`src/rtl/cdc_pkg.sv`:
```
// Shared types and helpers for the source side of the toggle request/acknowledge CDC handshake.
package cdc_pkg;

  typedef enum logic {
    IDLE = 1'b0,
    BUSY = 1'b1
  } cdc_tx_state_t;

  localparam int CNT_W_MIN = 1;

  // Width of the BUSY timeout counter; a disabled timeout still keeps a 1-bit counter.
  function automatic int cnt_width(input int timeout);
    int w;
    w = $clog2(timeout + 1);
    return (w < CNT_W_MIN) ? CNT_W_MIN : w;
  endfunction

endpackage

```
`src/rtl/ack_sync_chain.sv`:
```
// Multi-flop synchronizer bringing the destination acknowledge toggle into the source clock.
module ack_sync_chain
  import cdc_pkg::*;
#(
  parameter int SYNC_STAGES = 3
) (
  input  logic i_clk,
  input  logic i_rst_n,
  input  logic i_d,
  output logic o_q
);

  (* ASYNC_REG = "TRUE" *) logic [SYNC_STAGES-1:0] r_sync;

  always_ff @(posedge i_clk or negedge i_rst_n) begin
    if (!i_rst_n) begin
      r_sync <= '0;
    end else begin
      r_sync <= {r_sync[SYNC_STAGES-2:0], i_d};
    end
  end

  assign o_q = r_sync[SYNC_STAGES-1];

endmodule

```
`src/rtl/cdc_hs_tx.sv`:
```
// Source-side end of a two-phase toggle handshake: accepts one word, toggles req_o,
// holds data_o stable and waits for the synchronized ack toggle, with an optional timeout flag.
module cdc_hs_tx
  import cdc_pkg::*;
#(
  parameter int DATA_WIDTH  = 32,
  parameter int SYNC_STAGES = 3,
  parameter int TIMEOUT     = 0
) (
  input  logic                  clk_s,
  input  logic                  rst_n,
  input  logic                  s_valid_i,
  input  logic [DATA_WIDTH-1:0] s_data_i,
  output logic                  s_ready_o,
  output logic [DATA_WIDTH-1:0] data_o,
  output logic                  req_o,
  input  logic                  ack_i,
  output logic                  done_o,
  output logic                  err_o,
  input  logic                  err_clr_i
);

  localparam int               CNT_W   = cnt_width(TIMEOUT);
  localparam logic [CNT_W-1:0] CNT_MAX = CNT_W'(TIMEOUT);

  cdc_tx_state_t         r_state;
  cdc_tx_state_t         w_state_nxt;
  logic                  r_req;
  logic                  w_req_nxt;
  logic [DATA_WIDTH-1:0] r_data;
  logic [CNT_W-1:0]      r_cnt;
  logic [CNT_W-1:0]      w_cnt_nxt;
  logic                  r_done;
  logic                  w_done_nxt;
  logic                  r_err;
  logic                  w_err_nxt;
  logic                  w_load;
  logic                  w_err_set;
  logic                  w_ack_sync;

  ack_sync_chain #(
    .SYNC_STAGES(SYNC_STAGES)
  ) u_ack_sync (
    .i_clk  (clk_s),
    .i_rst_n(rst_n),
    .i_d    (ack_i),
    .o_q    (w_ack_sync)
  );

  always_ff @(posedge clk_s or negedge rst_n) begin
    if (!rst_n) begin
      r_state <= IDLE;
      r_req   <= 1'b0;
      r_cnt   <= '0;
      r_done  <= 1'b0;
      r_err   <= 1'b0;
    end else begin
      r_state <= w_state_nxt;
      r_req   <= w_req_nxt;
      r_cnt   <= w_cnt_nxt;
      r_done  <= w_done_nxt;
      r_err   <= w_err_nxt;
    end
  end

  // The word is captured on the same edge that toggles req, so data is never newer than req.
  always_ff @(posedge clk_s or negedge rst_n) begin
    if (!rst_n) begin
      r_data <= '0;
    end else if (w_load) begin
      r_data <= s_data_i;
    end
  end

  always_comb begin
    w_state_nxt = r_state;
    w_req_nxt   = r_req;
    w_cnt_nxt   = r_cnt;
    w_done_nxt  = 1'b0;
    w_load      = 1'b0;
    w_err_set   = 1'b0;
    case (r_state)
      IDLE: begin
        if (s_valid_i) begin
          w_load      = 1'b1;
          w_req_nxt   = ~r_req;
          w_cnt_nxt   = '0;
          w_state_nxt = BUSY;
        end
      end
      BUSY: begin
        if (w_ack_sync == r_req) begin
          w_state_nxt = IDLE;
          w_done_nxt  = 1'b1;
        end else if (r_cnt != CNT_MAX) begin
          // Flag only on the step that reaches the limit, so a clear while still waiting sticks.
          w_cnt_nxt = r_cnt + CNT_W'(1);
          w_err_set = (TIMEOUT > 0) && (w_cnt_nxt == CNT_MAX);
        end
      end
      default: begin
        w_state_nxt = IDLE;
      end
    endcase
    w_err_nxt = w_err_set ? 1'b1 : (err_clr_i ? 1'b0 : r_err);
  end

  assign s_ready_o = (r_state == IDLE);
  assign data_o    = r_data;
  assign req_o     = r_req;
  assign done_o    = r_done;
  assign err_o     = r_err;

endmodule

```
`config.mk`:
```
export PLATFORM = sky130hd
export DESIGN_NAME = cdc_hs_tx
export DESIGN_NICKNAME = d
export VERILOG_FILES = /design/src/rtl/cdc_pkg.sv /design/src/rtl/ack_sync_chain.sv /design/src/rtl/cdc_hs_tx.sv
export SDC_FILE = /design/constraint.sdc
export NUM_CORES = 1
export LEC_CHECK = 0
export ABC_AREA = 1
export CELL_PAD_IN_SITES_DETAIL_PLACEMENT = 1
export CELL_PAD_IN_SITES_GLOBAL_PLACEMENT = 2
export CORE_ASPECT_RATIO = 0.6
export CORE_MARGIN = 5
export CORE_UTILIZATION = 37
export CTS_CLUSTER_SIZE = 8
export DETAILED_ROUTE_END_ITERATION = 12
export DONT_BUFFER_PORTS = 1
export PLACE_DENSITY_LB_ADDON = 0.1
export SLEW_MARGIN = 20
export SYNTH_ARGS = -nofsm -noshare
export SYNTH_HDL_FRONTEND = slang
export SYNTH_SLANG_ARGS = --single-unit
```
`constraint.sdc`:
```
create_clock -name clk_s -period 1.6 [get_ports clk_s]
set_clock_uncertainty 0.15 [all_clocks]
set_input_delay 0.08 -clock clk_s [delete_from_list [all_inputs] [get_ports clk_s]]
set_output_delay 0.08 -clock clk_s [all_outputs]
set_load 0.02 [all_outputs]
```
==> results list <==
- Peak clock frequency supported by timing: about 0.65 GHz
- Via count of the first global-routing pass: around 1.3k
- After detailed routing, the average wire length per cell comes to 16.4 um.
* Result of the run: finished with violations
- The initial antenna violation count came to 0.
* Critical path data arrival time: ~1600 ps
- Leakage: 0.00103 uW
- Across the run, the number of max-cap violations was 0.
* Gpl congestion: between 0.6 and 0.7
* Filler cells: 454
- The initial utilization of the core area, before any placement, comes to 0.376.
* Detailed route wirelength on metal3: 295 um
- PD cells: about 1900 nW/um^2
- Floorplan die area: approximately 5500 um^2
- For the worst-skew pair, the clock arrives at the later sink with an insertion delay of between 200 and 300 ps.
* Number of buffers on the longest clock path: 2
- Dominant cell type by area after synthesis: sky130_fd_sc_hd__dfrtp_1
* Most common cell after layout, fill and taps aside: sky130_fd_sc_hd__nand2_1
- Setup repair after global routing left no endpoint under its margin.
- Signal routing reaches up to met4.
- Synthesized area divided by synthesized cell count: between 9 and 10 um^2
- The die is 59.6 um tall.
- Crit Path Class: flop to flop
- Summing over every cut layer, the via total after detailed routing is roughly 1.2k.
* Buffer cell driving the clock tree root: sky130_fd_sc_hd__clkbuf_8
* Wire length on met2: 2070 um
* Number of pins with negative max-slew slack in the final report: 0
* N_diodes: 0
- Overall die width: about 93 um
- In the final layout, flip-flops and latches occupy between 900 and 1000 um^2.
* Total negative slack for setup checks: 0 ps
- CP endpoint kind: flop
* First-pass GRT wire length: 6700 um
- Reg clk slew, reported paths: ~70 ps
* Largest fanout of any net on the critical path: 7
- Synthesis produced a netlist whose cell count is 157.
* Hold slack: -209 ps
* Final Cycle Share: 0.957
* Nets in the synthesized netlist: 194
- For this block, the initial DRC count from the detailed router was 34.
- Total GRT Usage: 0.161
* Area overhead of the layout relative to synthesis: 37.3%
- The synthesized netlist contains 12 unique library cells.
- # setup viols final: 0
- Slowest cell on crit path: sky130_fd_sc_hd__dlygate4sd3_1
- Dividing the detail-routed via count by the number of cells gives about 4.9.
- Yosys top cell area share: 0.627
- The number of clock buffers added by TritonCTS is 5.
- In the final routing, the length of wire on met1 measures about 1700 um.
- HPWL reported at the end of detailed placement: approximately 2400 um
* CP startpoint kind: flop
* Final net count: around 240
- For the finished layout, the period the worst path requires is around 1500 ps.
* Multi-input gate area in the final layout: around 460 um^2
- Leaving out fill and tap cells, the most frequent cells in the layout are sky130_fd_sc_hd__nand2_1 (69), sky130_fd_sc_hd__dlygate4sd3_1 (44), sky130_fd_sc_hd__dfrtp_1 (37).
* Detail Route Antenna Nets: 0
* Final wirelength: 4150 um
- Sequential cell area fraction in the yosys report: 0.627
* Number of H-tree branching levels: 2
- Top post-synthesis cells by area: sky130_fd_sc_hd__dfrtp_1 (63%), sky130_fd_sc_hd__nand2_1 (17%), sky130_fd_sc_hd__nand3_1 (11%)
- On the critical path the largest part of the delay comes from buffers and inverters.
- The worst-case IR drop observed on VDD is roughly 0.73 mV.
- The core region is roughly 4000 um^2.
- After global routing the overflow that remains totals 0.
- Clock tree sinks: 38
* Violated checks: hold timing
* Hold violation count in the final report: 32
- Buffers placed on the I/O ports in this run total 0.
- between 70 and 80 I/O pins were placed.
* Clock tree from TritonCTS: yes
- After synthesis the netlist holds a flip-flop and latch count of 38.
* Std cell rows: 18
- First-pass DRT Iterations: 3
- Yosys synthesis warning count: 0
* Required @ worst endpoint: 1630 ps
* Detailed-route DRC error count: 0
* Worst path buffer plus inverter count: 2
- In the final layout, the share of cells above drive strength 1 is 0.0788.
- Summing every instance area after synthesis gives between 1500 and 2000 um^2.
- For this run, the slowest stage of the critical path takes 550 ps.
- Hold repair after CTS inserted 45 buffers.
- Setup slack, reg-to-reg: around 70 ps
* Maximum number of pins on one net before global-route repair: 39
* Cell chain of the critical path: clkinv_2 -> nand3_1 -> dlygate4sd3_1 -> nand2_1
* Min-Delay Path Class: primary input to flop
-- registers in the layout (all words and copies together), names as in the netlist --
signal	cells
data_o	32
u_ack_sync.r_sync	3
done_o	1
r_state	1
req_o	1
-- layer usage --
metal | vias to the layer above | track usage
met5 | - | 0
met4 | 0 | 0.0564
met3 | 7 | 0.0571
met2 | 38 | 0.293
met1 | 613 | 0.177
li1 | 581 | -
-- worst register-to-register path, cell delays in order (launching register included) --
cell	delay [ps]
sky130_fd_sc_hd__dfrtp_2	420
sky130_fd_sc_hd__clkinv_2	150
sky130_fd_sc_hd__nand3_1	100
sky130_fd_sc_hd__dlygate4sd3_1	550
sky130_fd_sc_hd__nand2_1	50
-- logic make-up after synthesis --
kind of cell,after synthesis,synth area share
other,1,0.00247
DFF,38,0.627
buffers and inverters,14,0.0734
and+or+nand+nor,103,0.292
xor gates and xnor gates,1,0.00577
-- worst paths after layout --
check | startpoint | endpoint | depth (start not counted)
max in group asynchronous | rst_n | data_o[4]$_DFFE_PN0P_ | 2
max reg2reg | r_state$_DFF_PN0_ | data_o[15]$_DFFE_PN0P_ | 4
min | s_valid_i | data_o[1]$_DFFE_PN0P_ | 2
min in group asynchronous | rst_n | data_o[21]$_DFFE_PN0P_ | 2
min reg2reg | u_ack_sync.r_sync[0]$_DFF_PN0_ | u_ack_sync.r_sync[1]$_DFF_PN0_ | 0
max | r_state$_DFF_PN0_ | data_o[15]$_DFFE_PN0P_ | 4
-- where the power goes --
| group | switching [uW] | internal [uW] |
|---|---|---|
| clock network | 325 | 435 |
| logic | 554 | 379 |
| registers | 891 | 1410 |
-- through the flow --
step                      area (um^2)  power [uW]  utilization  setup WS, ps  std cells
after floorplan                  1520        2880            -           550        157
after global placement           1500        3020        0.372           377        198
after detailed placement         1500        3080        0.372           370        198
after CTS                        2070        4000        0.513          79.4        251
after global routing             2080        4280        0.517          23.2        253
final                            2080        3990        0.517          69.0        253
-- synthesized netlist by cell type, drive strengths merged --
| master | count |
|---|---|
| nand2 | 70 |
| dfrtp | 38 |
| nand3 | 32 |
| buf | 10 |
| inv | 3 |
| clkbuf | 1 |
| conb | 1 |
| nor2 | 1 |
| xor2 | 1 |
-- timing repair --
| item | 4_1_cts | 5_1_grt |
|---|---|---|
| buffers inserted | 0 | 1 |
| gates resized for setup | 0 | 2 |
| endpoints found under the setup margin | 0 | 6 |
| hold endpoints to repair | 73 | 26 |
-- area by class of cell --
type                       instances  share of cell area
clock buffer                       8              0.0528
inverter                           3             0.00780
multi-input combinational        105               0.218
sequential                        38               0.457
tap                               50              0.0300
timing repair buffer              48               0.232
timing repair inverter             1             0.00240
(Power assumes the default switching activity.)
